[src/rtl/fetch_mem_arbiter_if.sv]
// fetch_mem_arbiter_if
//   Bundles the requester and memory-side signals of fetch_mem_arbiter.
//   slave  : arbiter view. Requests and memRdata come in; grants,
//            responses and the memory command go out.
//   master : environment view (core pipeline plus memory), the mirror image.
//   Fetch  : fetchReq/fetchAddr/flush in, fetchGnt/fetchStall/fetchRvalid/
//            fetchRdata out.
//   Data   : dataReq/dataWe/dataBe/dataAddr/dataWdata in, dataGnt/
//            dataRvalid/dataRdata out.
//   Memory : memReq/memWe/memBe/memAddr/memWdata out, memRdata in.
interface fetch_mem_arbiter_if;
  logic        fetchReq;
  logic [31:0] fetchAddr;
  logic        flush;
  logic        fetchGnt;
  logic        fetchStall;
  logic        fetchRvalid;
  logic [31:0] fetchRdata;
  logic        dataReq;
  logic        dataWe;
  logic [3:0]  dataBe;
  logic [31:0] dataAddr;
  logic [31:0] dataWdata;
  logic        dataGnt;
  logic        dataRvalid;
  logic [31:0] dataRdata;
  logic        memReq;
  logic        memWe;
  logic [3:0]  memBe;
  logic [31:0] memAddr;
  logic [31:0] memWdata;
  logic [31:0] memRdata;

  modport slave (
    input  fetchReq, fetchAddr, flush,
    input  dataReq, dataWe, dataBe, dataAddr, dataWdata,
    input  memRdata,
    output fetchGnt, fetchStall, fetchRvalid, fetchRdata,
    output dataGnt, dataRvalid, dataRdata,
    output memReq, memWe, memBe, memAddr, memWdata
  );

  modport master (
    output fetchReq, fetchAddr, flush,
    output dataReq, dataWe, dataBe, dataAddr, dataWdata,
    output memRdata,
    input  fetchGnt, fetchStall, fetchRvalid, fetchRdata,
    input  dataGnt, dataRvalid, dataRdata,
    input  memReq, memWe, memBe, memAddr, memWdata
  );
endinterface

[src/rtl/fetch_mem_arbiter.sv]
// fetch_mem_arbiter
//   Shares one single-ported synchronous memory between instruction fetch
//   and the load/store unit. At most one request is issued per cycle; data
//   normally wins, but fetch takes priority after STARVE_MAX consecutive
//   denied cycles. Reads are tracked through a MEM_LAT-deep tag pipeline so
//   read data is steered back to its owner; a flush kills in-flight fetch
//   reads.
//   Ports:
//     clk  : clock, rising edge
//     rst  : asynchronous, active-high reset
//     bus  : fetch_mem_arbiter_if.slave (fetch, data and memory signals)
//   Parameters:
//     MEM_LAT    : memory read latency in cycles (1..4)
//     STARVE_MAX : denied fetch cycles before fetch gets priority (1..15)
module fetch_mem_arbiter #(
  parameter int unsigned MEM_LAT    = 1,
  parameter int unsigned STARVE_MAX = 4
) (
  input logic                 clk,
  input logic                 rst,
  fetch_mem_arbiter_if.slave  bus
);

  localparam logic [3:0] STARVE_LIM = 4'(STARVE_MAX);

  logic [3:0]         starveCnt;
  logic [MEM_LAT-1:0] tagVld;
  logic [MEM_LAT-1:0] tagOwn;   // 0 = fetch, 1 = data
  logic               fetchEligible;
  logic               fetchGnt;
  logic               dataGnt;
  logic               memReq;
  logic               memWe;
  logic               tailVld;
  logic               tailOwn;

  // Grant selection; rst gates every grant so outputs are quiet in reset.
  always_comb begin
    fetchGnt      = 1'b0;
    dataGnt       = 1'b0;
    fetchEligible = bus.fetchReq & ~bus.flush & ~rst;
    if ((starveCnt == STARVE_LIM) && fetchEligible) begin
      fetchGnt = 1'b1;
    end else begin
      dataGnt  = bus.dataReq & ~rst;
      fetchGnt = fetchEligible & ~bus.dataReq;
    end
  end

  assign memReq       = fetchGnt | dataGnt;
  assign bus.fetchGnt = fetchGnt;
  assign bus.dataGnt  = dataGnt;
  assign bus.memReq   = memReq;
  assign bus.memWe    = memWe;
  assign bus.fetchStall = bus.fetchReq & ~fetchGnt & ~rst;

  always_comb begin
    memWe        = 1'b0;
    bus.memBe    = '0;
    bus.memAddr  = '0;
    bus.memWdata = '0;
    if (dataGnt) begin
      memWe        = bus.dataWe;
      bus.memBe    = bus.dataBe;
      bus.memAddr  = bus.dataAddr;
      bus.memWdata = bus.dataWdata;
    end else if (fetchGnt) begin
      bus.memBe    = '1;
      bus.memAddr  = bus.fetchAddr;
    end
  end

  // Counts consecutive denied fetch cycles; a flush with fetchReq holds it.
  always_ff @(posedge clk or posedge rst) begin
    if (rst) begin
      starveCnt <= '0;
    end else if (!bus.fetchReq || fetchGnt) begin
      starveCnt <= '0;
    end else if (!bus.flush && (starveCnt != STARVE_LIM)) begin
      starveCnt <= starveCnt + 4'd1;
    end
  end

  // Stage 0 never needs a flush kill: fetch cannot be granted in a flush cycle.
  always_ff @(posedge clk or posedge rst) begin
    if (rst) begin
      tagVld <= '0;
      tagOwn <= '0;
    end else begin
      tagVld[0] <= memReq & ~memWe;
      tagOwn[0] <= dataGnt;
      for (int unsigned i = 1; i < MEM_LAT; i++) begin
        tagVld[i] <= tagVld[i-1] & ~(bus.flush & ~tagOwn[i-1]);
        tagOwn[i] <= tagOwn[i-1];
      end
    end
  end

  assign tailVld = tagVld[MEM_LAT-1];
  assign tailOwn = tagOwn[MEM_LAT-1];

  // A fetch response arriving in a flush cycle belongs to the dead path.
  assign bus.fetchRvalid = tailVld & ~tailOwn & ~bus.flush;
  assign bus.dataRvalid  = tailVld & tailOwn;
  assign bus.fetchRdata  = bus.fetchRvalid ? bus.memRdata : '0;
  assign bus.dataRdata   = bus.dataRvalid ? bus.memRdata : '0;

endmodule

[src/flat_wrapper.sv]
// flat-port wrapper written by rule: the top's interface ports become plain ports
module fetch_mem_arbiter_flat 
#(
  parameter int unsigned MEM_LAT    = 1,
  parameter int unsigned STARVE_MAX = 4
)
  (clk, rst, bus_fetchReq, bus_fetchAddr, bus_flush, bus_dataReq, bus_dataWe, bus_dataBe, bus_dataAddr, bus_dataWdata, bus_memRdata, bus_fetchGnt, bus_fetchStall, bus_fetchRvalid, bus_fetchRdata, bus_dataGnt, bus_dataRvalid, bus_dataRdata, bus_memReq, bus_memWe, bus_memBe, bus_memAddr, bus_memWdata);
  fetch_mem_arbiter_if bus_i ();
  input logic clk;
  input logic rst;
  input wire logic [$bits(bus_i.fetchReq)-1:0] bus_fetchReq;
  input wire logic [$bits(bus_i.fetchAddr)-1:0] bus_fetchAddr;
  input wire logic [$bits(bus_i.flush)-1:0] bus_flush;
  input wire logic [$bits(bus_i.dataReq)-1:0] bus_dataReq;
  input wire logic [$bits(bus_i.dataWe)-1:0] bus_dataWe;
  input wire logic [$bits(bus_i.dataBe)-1:0] bus_dataBe;
  input wire logic [$bits(bus_i.dataAddr)-1:0] bus_dataAddr;
  input wire logic [$bits(bus_i.dataWdata)-1:0] bus_dataWdata;
  input wire logic [$bits(bus_i.memRdata)-1:0] bus_memRdata;
  output wire logic [$bits(bus_i.fetchGnt)-1:0] bus_fetchGnt;
  output wire logic [$bits(bus_i.fetchStall)-1:0] bus_fetchStall;
  output wire logic [$bits(bus_i.fetchRvalid)-1:0] bus_fetchRvalid;
  output wire logic [$bits(bus_i.fetchRdata)-1:0] bus_fetchRdata;
  output wire logic [$bits(bus_i.dataGnt)-1:0] bus_dataGnt;
  output wire logic [$bits(bus_i.dataRvalid)-1:0] bus_dataRvalid;
  output wire logic [$bits(bus_i.dataRdata)-1:0] bus_dataRdata;
  output wire logic [$bits(bus_i.memReq)-1:0] bus_memReq;
  output wire logic [$bits(bus_i.memWe)-1:0] bus_memWe;
  output wire logic [$bits(bus_i.memBe)-1:0] bus_memBe;
  output wire logic [$bits(bus_i.memAddr)-1:0] bus_memAddr;
  output wire logic [$bits(bus_i.memWdata)-1:0] bus_memWdata;
  assign bus_i.fetchReq = bus_fetchReq;
  assign bus_i.fetchAddr = bus_fetchAddr;
  assign bus_i.flush = bus_flush;
  assign bus_i.dataReq = bus_dataReq;
  assign bus_i.dataWe = bus_dataWe;
  assign bus_i.dataBe = bus_dataBe;
  assign bus_i.dataAddr = bus_dataAddr;
  assign bus_i.dataWdata = bus_dataWdata;
  assign bus_i.memRdata = bus_memRdata;
  assign bus_fetchGnt = bus_i.fetchGnt;
  assign bus_fetchStall = bus_i.fetchStall;
  assign bus_fetchRvalid = bus_i.fetchRvalid;
  assign bus_fetchRdata = bus_i.fetchRdata;
  assign bus_dataGnt = bus_i.dataGnt;
  assign bus_dataRvalid = bus_i.dataRvalid;
  assign bus_dataRdata = bus_i.dataRdata;
  assign bus_memReq = bus_i.memReq;
  assign bus_memWe = bus_i.memWe;
  assign bus_memBe = bus_i.memBe;
  assign bus_memAddr = bus_i.memAddr;
  assign bus_memWdata = bus_i.memWdata;
  fetch_mem_arbiter #(.MEM_LAT(MEM_LAT), .STARVE_MAX(STARVE_MAX)) u_core (.clk(clk), .rst(rst), .bus(bus_i));
endmodule
[config.mk]
export PLATFORM = sky130hd
export DESIGN_NAME = fetch_mem_arbiter_flat
export DESIGN_NICKNAME = d
export VERILOG_FILES = /design/src/rtl/fetch_mem_arbiter_if.sv /design/src/rtl/fetch_mem_arbiter.sv /design/src/flat_wrapper.sv
export SDC_FILE = /design/constraint.sdc
export NUM_CORES = 1
export LEC_CHECK = 0
export CORE_AREA = 5 5 105 107
export CTS_CLUSTER_SIZE = 8
export DETAILED_ROUTE_END_ITERATION = 12
export DIE_AREA = 0 0 110 112
export DONT_BUFFER_PORTS = 1
export GPL_ROUTABILITY_DRIVEN = 0
export SLEW_MARGIN = 0
export SYNTH_ARGS = -nofsm -noshare
export SYNTH_HDL_FRONTEND = slang
export SYNTH_SLANG_ARGS = --single-unit
[constraint.sdc]
create_clock -name clk -period 1.7 [get_ports clk]
set_input_delay 0.255 -clock clk [delete_from_list [all_inputs] [get_ports clk]]
set_output_delay 0.255 -clock clk [all_outputs]
set_load 0.02 [all_outputs]
==> summary.md, run 1 <==
### GRT
• GRT Overall Usage: 14.17%
• wire length of the first global-routing pass: 12590 um
• GRT overflow: 0
• largest net degree at the start of global routing: 34
• via count of the first global-routing pass: 1721
• antenna violations before repair: 5

### Logic synthesis
• syn nets: 340
• number of enable flip-flop cells after synthesis: 0
• area share of the largest cell type after synthesis: 28.77%
• main area contributors after synthesis: sky130_fd_sc_hd__and2_1 29%, sky130_fd_sc_hd__a22o_1 20%, sky130_fd_sc_hd__and3_1 14%
• portion of the post-synthesis area used by sequential elements: 10.46%
• post-synth design cell area: 1435 um2
• Yosys Warn Count: 0
• fraction of registers with async set/reset: 100.0%
• count of mapped cells out of synthesis: 200
• distinct cell type count of the synthesized netlist: 28
• flip-flop cell with the highest count after synthesis: sky130_fd_sc_hd__dfrtp_1
• synthesis-stage register bit count: 6
• most common library cells after synthesis: 66 x sky130_fd_sc_hd__and2_1, 33 x sky130_fd_sc_hd__and3_1, 32 x sky130_fd_sc_hd__a22o_1
• cell with the most instances after synthesis: sky130_fd_sc_hd__and2_1
• cell accounting for the most synthesized area: sky130_fd_sc_hd__and2_1
• Avg Synthesized Cell Area: 7.176 um2

### Die
• horizontal extent of the die: 110 um
• Core Rows: 37
• Std-Cell Core Area: 10050 um2
• effective utilization at floorplan: 14.29%
• die area: 12320 um2
• number of I/O pins: 277
• Chip Height: 112 um

### Critical path
• critical-path maximum fanout: 10
• Critical Path RT: 1440 ps
• Worst setup EP type: output port
• Setup Crit Path Kind: reg -> out
• Worst setup SP type: flop
• Arr. time, crit path: 1740 ps

### Clocking
• TritonCTS clock tree: built
• # clock sinks: 6
• Bufs on Longest Clock Path: 2
• insertion delay to the later sink of the worst-skew pair: 230 ps
• number of buffers created by CTS: 3
• number of H-tree branching levels: 1
• master cell of the clock root buffer: sky130_fd_sc_hd__clkbuf_8
• clock-pin slew reported for the worst setup and hold paths after clock tree synthesis: 40 ps

### Power
• switching share of power: 41.27%
• Worst IR Drop VDD: 0.1626 mV
• sequential fraction of design power: 17.3%
• fraction of power consumed by the clock network: 24.3%
• total internal power: 0.0005250 W
• areal power density over the cells: 374.1 nW/um2
• fraction of power consumed by combinational cells: 58.4%
• switching power: 0.0003689 W
• total power consumption of the routed design: 0.0008939 W
• leakage power summed over all cells: 1.176 nW

### Job
• Max-Cap Viols: 0

### Detailed routing
• number of vias per cell: 4.953
• Total Routed Length: 9819 um
• number of DRC violations after detailed routing: 0
• Antenna Nets Post-Route: 0
• wire length the detailed router placed on met1: 2902 um
• average wire per cell in the routed design: 27.35 um
• via count: 1778
• Met3 Routed Length: 1480 um
• total iterations of the first detailed-routing run: 6
• violation count after the first detailed-route iteration: 94
• detailed route wirelength on metal2: 5184 um
• max layer used: met5

### Timing
• max frequency: 0.5006 GHz
• final-report setup violation count: 72
• min Tclk post-route: 1998 ps
• worst setup skew after layout: 0.8803 ps
• worst-case headroom to the max-slew limit: 70.22%
• max-slew violation count: 0
• post-route clock period utilization: 117.5%
• worst hold slack: 146.4 ps
• slew of the pin with the lowest slew margin: 445.8 ps
• worst setup slack after layout: -297.8 ps
• final hold violations: 0
• setup repair after global routing missed its margin: yes

### Status
• status: finished, violations left
• violations in the final reports: setup timing

### Cells and area
• post-synthesis to final-layout area growth: 66.52%
• Net count, final: 361
• proportion of layout cells with a drive suffix above 1: 52.51%
• post-layout util: 23.79%
• area of all placed cells without fillers: 2390 um2

### Place
• DP Worst Slack: -102.1 ps
• DP HPWL: 8386 um
• number of buffer cells added on primary ports: 0
• placement-stage cell area: 2049 um2

### Hold path
• worst hold path type: in -> reg

[logic make-up (layout without fill, tap and decap cells)]
kind of cell               after synthesis  after routing  share of synthesized area, %
DFF                                      6              6                         10.46
adders and majority gates                2              2                         1.743
other                                    0              4                             0
AOI/OAI and AO/OA                       48             48                         27.03
buffers and inverters                   25             44                         9.154
and+or+nand+nor                        119            119                         51.61
[sequential cells by signal (all words and copies together), names as in the netlist]
register          flops
u_core.starveCnt      4
u_core.tagOwn         1
u_core.tagVld         1
[power by group through the flow]
stage	combinational [W]	sequential, W	clock (W)
global route	0.000553	0.000156	0.000239
finish	0.000522	0.000155	0.000217
detailed placement	0.000463	0.000156	0
floorplan	0.000382	0.000159	0
global placement	0.000456	0.000156	0
CTS	0.000506	0.000154	0.000224
[final cells by class]
class                      count  area, um2
fill                        1077       7656
multi-input combinational    169       1540
timing repair buffer          38      466.7
tap                          136      170.2
sequential                     6      150.1
clock buffer                   3      41.29
inverter                       3      11.26
antenna                        4      10.01
[placed cells by master, fill, tap and decap left out, drive strengths merged, types with 3 or more instances in the layout]
cell type | Yosys | final
clkbuf | 12 | 4
diode | 0 | 4
dfrtp | 6 | 6
a21o | 4 | 4
buf | 10 | 36
a21oi | 6 | 6
nor2b | 3 | 3
and3 | 33 | 33
nor2 | 4 | 4
and2 | 66 | 66
a22o | 32 | 32
inv | 3 | 3
[per-layer routing]
metal	global-route usage, %	vias to the layer above
met2	26.29	169
met4	2.993	4
met3	8.290	15
li1	-	750
met1	13.12	840
met5	0	-
[metrics by stage]
step           TNS (ps)  std cells
2_1_floorplan         0        200
3_3_place_gp      -1595        338
3_5_place_dp      -3817        338
4_1_cts          -17910        351
5_1_grt          -23110        358
6_report         -17470        359
[repair_timing]
item                                   4_1_cts  5_1_grt
buffers inserted                             7        3
setup endpoints to repair                   72       72
pin swaps                                    1       23
gates resized for setup                     28        9
cloned                                       2        1
hold buffers                                 1        0
endpoints found under the hold margin        6        0
[critical path: stages, from the launching register on]
cell and delay (ps):
sky130_fd_sc_hd__dfrtp_1 390, sky130_fd_sc_hd__inv_2 80, sky130_fd_sc_hd__ha_4 140, sky130_fd_sc_hd__nand3b_1 140
sky130_fd_sc_hd__a21oi_4 280, sky130_fd_sc_hd__buf_12 160, sky130_fd_sc_hd__buf_12 140, sky130_fd_sc_hd__a22o_4 180
[path summary, 6_finish.rpt]
kind,to,cells past startpoint,slack (ps),from
max,bus_memAddr[18],7,-300,u_core.starveCnt[1]
max in group asynchronous,u_core.tagVld,2,1110,rst
min in group asynchronous,u_core.tagOwn,2,400,rst
min reg2reg,u_core.starveCnt[3],2,590,u_core.starveCnt[3]
max reg2reg,u_core.tagVld,8,160,u_core.starveCnt[1]
min,u_core.tagVld,1,150,bus_dataWe
(Power assumes the default switching activity.)
==> run 2, diff against run 1 <==
CAP_MARGIN = 10   (was default)
CORE_AREA = 3 3 106 108   (was 5 5 105 107)
DIE_AREA = 0 0 109 111   (was 0 0 110 112)
==> summary.md, run 2 (synthesis results as in run 1) <==
### GRT
• antenna violations before repair: 0, -5
• GR peak layer: met2
• largest net degree at the start of global routing: 34, unchanged
• global-route track usage on met1: 13.40%, +0.28 points
• GRT Overall Usage: 13.83%, -0.33 points
• wire length of the first global-routing pass: 12050 um, -4.3%
• global routing met3 resource utilization: 7.630%, -0.66 points
• GRT overflow: 0, unchanged
• via count of the first global-routing pass: 1681, -2.3%
• met2 demand-to-capacity share in global routing: 25.23%, -1.1 points

### Power
• total internal power: 0.0005557 W, +5.9%
• leakage power summed over all cells: 1.199 nW, +1.9%
• total power consumption of the routed design: 0.0009517 W, +6.5%
• Worst IR Drop VDD: 0.2154 mV, +32%
• switching share of power: 41.61%, +0.34 points
• fraction of power consumed by combinational cells: 60.5%, +2.1 points
• areal power density over the cells: 388.9 nW/um2, +4.0%
• fraction of power consumed by the clock network: 23.1%, -1.2 points
• switching power: 0.0003960 W, +7.3%
• sequential fraction of design power: 16.3%, -1.0 points

### Timing
• slew of the pin with the lowest slew margin: 429.8 ps, -16.05 ps
• final-report setup violation count: 72, unchanged
• final hold violations: 0, unchanged
• post-route clock period utilization: 120.8%, +3.3 points
• setup repair after global routing missed its margin: yes
• max frequency: 0.4868 GHz, -2.8%
• max-slew violation count: 0, unchanged
• worst setup slack after layout: -354.4 ps, -56.61 ps
• worst hold slack: 127.8 ps, -18.62 ps
• worst-case headroom to the max-slew limit: 71.29%, +1.1 points
• worst setup skew after layout: 1.733 ps, +0.8522 ps
• min Tclk post-route: 2054 ps, +56.61 ps

### Detailed routing
• Total Routed Length: 9830 um, +0.11%
• number of DRC violations after detailed routing: 0, unchanged
• via count: 1713, -3.7%
• total iterations of the first detailed-routing run: 4, -2
• violation count after the first detailed-route iteration: 61, -35%
• average wire per cell in the routed design: 27.61 um, +0.96%
• number of vias per cell: 4.812, -2.8%
• Antenna Nets Post-Route: 0, unchanged

### Critical path
• worst path buffer plus inverter count: 4, +1
• slowest cell delay on critical path: 380 ps, about the same
• CP Cell Sequence: inv_2 -> ha_4 -> and3b_2 -> a21oi_4 -> buf_12 -> buf_12 -> clkbuf_16 -> a22o_4
• Worst setup SP type: flop
• critical-path maximum fanout: 6, -4
• cell class contributing the biggest share of worst-path delay: buffers and inverters
• cell with the most instances on the worst path: sky130_fd_sc_hd__buf_12
• Setup Crit Path Kind: reg -> out
• cell with the largest stage delay on the worst path: sky130_fd_sc_hd__dfrtp_1
• Critical Path RT: 1440 ps, about the same
• Worst setup EP type: output port
• Arr. time, crit path: 1800 ps, +60 ps

### Die
• number of I/O pins: 277, unchanged
• Chip Height: 111 um, -0.89%
• horizontal extent of the die: 109 um, -0.91%
• effective utilization at floorplan: 13.90%, -0.38 points
• Std-Cell Core Area: 10320 um2, +2.8%
• Core Rows: 37, unchanged
• die area: 12100 um2, -1.8%

### Status
• status: finished, violations left
• violations in the final reports: setup timing

### Clocking
• number of buffers created by CTS: 3, unchanged
• insertion delay to the later sink of the worst-skew pair: 230 ps, about the same
• master cell of the clock root buffer: sky130_fd_sc_hd__clkbuf_8
• Bufs on Longest Clock Path: 2, unchanged
• clock-pin slew reported for the worst setup and hold paths after clock tree synthesis: 40 ps, about the same
• number of H-tree branching levels: 1, unchanged
• TritonCTS clock tree: built
• # clock sinks: 6, unchanged

### Cells and area
• proportion of layout cells with a drive suffix above 1: 54.09%, +1.6 points
• area of all placed cells without fillers: 2447 um2, +2.4%
• post-synthesis to final-layout area growth: 70.53%
• leading cell types in the layout, fill and taps excluded: 33 x sky130_fd_sc_hd__and3_1, 33 x sky130_fd_sc_hd__and2_4, 32 x sky130_fd_sc_hd__and2_1
• Largest register FFs: 4, unchanged
• count of non-filler cells in the finished layout: 356, -0.84%
• largest registers: u_core.starveCnt: 4 flops, u_core.tagOwn: 1 flops, u_core.tagVld: 1 flops
• layout filler cell count: 1110, +3.1%
• number of inserted diodes: 0, -4
• Net count, final: 362, +0.28%
• register name with the most flops: u_core.starveCnt

### Place
• DP HPWL: 7733 um, -7.8%
• count of placed standard cells including taps: 330, -2.4%
• placement-stage cell area: 1939 um2, -5.4%
• number of buffer cells added on primary ports: 0, unchanged
• DP Worst Slack: -98.80 ps, +3.336 ps

### Job
• Max-Cap Viols: 0, unchanged

### Hold path
• worst hold path type: in -> reg

==> run 2: changes by cell type in the layout (fill, tap and decap cells not counted), moves of 3 or more <==
cell,previous run,this run
sky130_fd_sc_hd__and2_4,14,33
sky130_fd_sc_hd__clkbuf_16,1,4
sky130_fd_sc_hd__buf_4,20,15
sky130_fd_sc_hd__a22o_4,30,26
sky130_fd_sc_hd__buf_6,5,8
sky130_fd_sc_hd__and2_2,19,1
sky130_fd_sc_hd__diode_2,4,0
sky130_fd_sc_hd__a22o_2,1,5
==> run 2: what timing repair did <==
action,CTS,global route
gates resized for setup,27,34
setup buffers,5,13
cloned,2,6
pin swaps,1,8
hold buffers,1,0
endpoints found under the setup margin,72,73
hold endpoints to repair,6,0
==> run 2: area by class of cell <==
| cell class | instances | area (um2) | area share (%) |
|---|---|---|---|
| flip-flops and latches | 6 | 150.1 | 6.135 |
| repair buffers | 39 | 530.5 | 21.68 |
| multi-input cells | 169 | 1544 | 63.09 |
| inverters | 3 | 11.26 | 0.4601 |
| well taps | 136 | 170.2 | 6.953 |
| clock buffers | 3 | 41.29 | 1.687 |
==> run 2: final timing paths <==
path                                      from                   to  slack (ps)  depth (start not counted)
max                        u_core.starveCnt[1]      bus_memAddr[17]        -350                          8
min                                 bus_dataWe        u_core.tagVld         130                          1
max reg2reg                u_core.starveCnt[1]  u_core.starveCnt[2]         200                          7
min reg2reg                u_core.starveCnt[3]  u_core.starveCnt[3]         570                          2
max in group asynchronous                  rst  u_core.starveCnt[3]        1050                          2
min in group asynchronous                  rst  u_core.starveCnt[0]         440                          2
==> run 2: power by group through the flow <==
stage | sequential, W | clock [W] | combinational (W)
finish | 0.000155 | 0.000220 | 0.000576
CTS | 0.000154 | 0.000224 | 0.000504
global placement | 0.000156 | 0 | 0.000447
global route | 0.000156 | 0.000238 | 0.000606
floorplan | 0.000159 | 0 | 0.000382
detailed placement | 0.000156 | 0 | 0.000455
==> run 2: per-layer routing <==
metal | share of wire, % | up-vias
met1 | 32 | 791
met3 | 13 | 10
li1 | - | 748
met5 | 0 | -
met4 | 2.4 | 0
met2 | 53 | 164
==> run 2: worst register-to-register path: stages (launching register included) <==
cell and delay, ps:
sky130_fd_sc_hd__dfrtp_1 380, sky130_fd_sc_hd__buf_4 130, sky130_fd_sc_hd__buf_4 120, sky130_fd_sc_hd__buf_4 130
sky130_fd_sc_hd__ha_1 160, sky130_fd_sc_hd__nor2b_1 130, sky130_fd_sc_hd__and3_1 170, sky130_fd_sc_hd__nor3_1 180
==> run 2: through the flow <==
| step | utilization, % | TNS [ps] |
|---|---|---|
| after floorplan | - | 0 |
| after global placement | 18.79 | -192.0 |
| after detailed placement | 18.79 | -999.3 |
| after CTS | 21.02 | -16110 |
| after global routing | 23.71 | -24340 |
| final | 23.71 | -20510 |
==> run 3, diff against run 2 <==
--- a/config.mk
+++ b/config.mk
@@ -14,2 +14,3 @@
 export GPL_ROUTABILITY_DRIVEN = 0
+export SKIP_LAST_GASP = 1
 export SLEW_MARGIN = 0
==> constraint.sdc (replaced) <==
create_clock -name clk -period 2.5 [get_ports clk]
set_input_delay 0.5 -clock clk [delete_from_list [all_inputs] [get_ports clk]]
set_output_delay 0.5 -clock clk [all_outputs]
set_load 0.02 [all_outputs]
==> summary.md, run 3 (synthesis results as in run 1) <==
### Clocking
• Bufs on Longest Clock Path: 2, unchanged
• CTS-repair resized insts: 0, -100%
• insertion delay to the later sink of the worst-skew pair: 220 ps, about the same
• # clock sinks: 6, unchanged
• clock-pin slew reported for the worst setup and hold paths after clock tree synthesis: 40 ps, about the same
• TritonCTS clock tree: built
• master cell of the clock root buffer: sky130_fd_sc_hd__clkbuf_8
• number of H-tree branching levels: 1, unchanged
• number of buffers created by CTS: 3, unchanged

### GRT
• antenna violations before repair: 0, unchanged
• wire length of the first global-routing pass: 8880 um, -26%
• GRT overflow: 0, unchanged
• largest net degree at the start of global routing: 66, +94%
• GRT Overall Usage: 9.747%, -4.1 points
• via count of the first global-routing pass: 1438, -14%

### Die
• horizontal extent of the die: 109 um, unchanged
• Chip Height: 111 um, unchanged
• number of I/O pins: 277, unchanged
• effective utilization at floorplan: 13.90%, unchanged
• Core Rows: 37, unchanged
• die area: 12100 um2, unchanged
• Std-Cell Core Area: 10320 um2, unchanged

### Power
• fraction of power consumed by the clock network: 27.5%, +4.4 points
• fraction of power consumed by combinational cells: 52.1%, -8.4 points
• Worst IR Drop VDD: 0.1871 mV, -13%
• switching share of power: 43.84%, +2.2 points
• switching power: 0.0002285 W, -42%
• total internal power: 0.0002927 W, -47%
• leakage power summed over all cells: 0.8704 nW, -27%
• areal power density over the cells: 287.2 nW/um2, -26%
• sequential fraction of design power: 20.4%, +4.1 points

### Detailed routing
• average wire per cell in the routed design: 22.84 um, -17%
• via count: 1703, -0.58%
• Total Routed Length: 7653 um, -22%
• total iterations of the first detailed-routing run: 5, +1
• violation count after the first detailed-route iteration: 90, +48%
• Antenna Nets Post-Route: 0, unchanged
• number of DRC violations after detailed routing: 0, unchanged
• number of vias per cell: 5.084, +5.6%

### Timing
• post-route clock period utilization: 97.91%
• max frequency: 0.4085 GHz
• worst setup skew after layout: 4.460 ps, +2.728 ps
• max-slew violation count: 0, unchanged
• min Tclk post-route: 2448 ps
• final hold violations: 0, unchanged
• final-report setup violation count: 0, -100%
• setup repair after global routing missed its margin: no
• slew of the pin with the lowest slew margin: 415.8 ps, -14.01 ps
• setup TNS: 0 ps, +20510 ps
• worst-case headroom to the max-slew limit: 72.18%, +0.89 points

### Hold path
• worst hold path type: in -> async

### Cells and area
• post-layout util: 17.57%, -6.1 points
• register name with the most flops: u_core.starveCnt
• post-synthesis to final-layout area growth: 26.42%
• proportion of layout cells with a drive suffix above 1: 12.06%, -42 points
• largest registers: u_core.starveCnt: 4 flops, u_core.tagOwn: 1 flops, u_core.tagVld: 1 flops
• most common cell after layout, fill and taps aside: sky130_fd_sc_hd__and2_1
• area used by multi-input combinational logic: 1174 um2, -24%
• leading cell types in the layout, fill and taps excluded: 66 x sky130_fd_sc_hd__and2_1, 33 x sky130_fd_sc_hd__and3_1, 32 x sky130_fd_sc_hd__a22o_1
• Net count, final: 341, -5.8%
• area of all placed cells without fillers: 1814 um2, -26%
• Largest register FFs: 4, unchanged
• layout filler cell count: 1138, +2.5%
• sequential cell area in the final layout: 150.1 um2, unchanged
• number of inserted diodes: 0, unchanged

### Job
• Max-Cap Viols: 0, unchanged

### Critical path
• Critical Path RT: 2000 ps, +560 ps
• worst path buffer plus inverter count: 4, unchanged
• cell with the most instances on the worst path: sky130_fd_sc_hd__buf_12
• critical-path maximum fanout: 18, +12
• cell class contributing the biggest share of worst-path delay: buffers and inverters
• CP Cell Sequence: inv_1 -> ha_1 -> and3b_1 -> a21oi_4 -> buf_12 -> buf_12 -> a22o_1 -> buf_4
• Arr. time, crit path: 1950 ps, +150 ps
• Worst setup EP type: output port
• cell with the largest stage delay on the worst path: sky130_fd_sc_hd__dfrtp_1
• Worst setup SP type: flop
• Setup Crit Path Kind: reg -> out
• slowest cell delay on critical path: 410 ps, +30 ps

### Place
• DP HPWL: 6057 um, -22%
• number of buffer cells added on primary ports: 0, unchanged
• placement-stage cell area: 1610 um2, -17%

### Status
• status: finished, final reports clean

-- run 3: routing by layer --
layer	global-route usage, %	wire length (um)	up-vias
met5	0	0	-
met4	2.357	58	0
met3	2.271	912	2
met2	15.72	3700	187
met1	12.98	2982	813
li1	-	-	701
-- run 3: power groups by stage --
stage / logic [W] / clock network (W) / registers [W]
2_1_floorplan: 0.000213 / 0 / 0.000108
3_3_place_gp: 0.000241 / 0 / 0.000107
3_5_place_dp: 0.000246 / 0 / 0.000108
4_1_cts: 0.000246 / 0.000146 / 0.000107
5_1_grt: 0.000289 / 0.000155 / 0.000107
6_report: 0.000272 / 0.000143 / 0.000107
-- run 3: area by class of cell --
cell class,instances,share of cell area (%)
well taps,136,9.379
clock buffers,3,2.276
flip-flops and latches,6,8.276
inverters,3,0.6207
repair buffers,18,14.76
multi-input cells,169,64.69
-- run 3: worst reg2reg max path, stage by stage, from the launching register on --
cell and delay, ps:
sky130_fd_sc_hd__dfrtp_1 410, sky130_fd_sc_hd__inv_1 80, sky130_fd_sc_hd__ha_1 200, sky130_fd_sc_hd__nand3b_1 200
sky130_fd_sc_hd__buf_4 200, sky130_fd_sc_hd__a31oi_1 300, sky130_fd_sc_hd__nor3_1 110
-- run 3: path summary, 6_finish.rpt --
| path | from | to | slack, ps | cells past startpoint |
|---|---|---|---|---|
| hold / removal | rst | u_core.starveCnt[2] | 90 | 1 |
| hold reg to reg | u_core.starveCnt[0] | u_core.starveCnt[0] | 600 | 2 |
| min in group clk | bus_dataWe | u_core.tagVld | 380 | 1 |
| max in group asynchronous | rst | u_core.tagVld | 2210 | 1 |
| setup reg to reg | u_core.starveCnt[1] | u_core.starveCnt[2] | 860 | 6 |
| setup / recovery | u_core.starveCnt[1] | bus_memAddr[9] | 50 | 8 |
-- run 3: per-stage QoR --
step | setup slack [ps] | instances | hold slack [ps] | power [W]
2_1_floorplan | 324.7 | 200 | 410.7 | 0.0003212
3_3_place_gp | 390.9 | 323 | 313.0 | 0.0003479
3_5_place_dp | 275.1 | 323 | 323.9 | 0.0003534
4_1_cts | 36.09 | 326 | 90.34 | 0.0004989
5_1_grt | 2.442 | 335 | 102.5 | 0.0005513
6_report | 52.15 | 335 | 85.64 | 0.0005211
-- run 3: what timing repair did --
action,in CTS,in global routing
endpoints found under the setup margin,0,64
hold buffers,0,0
buffers inserted,0,5
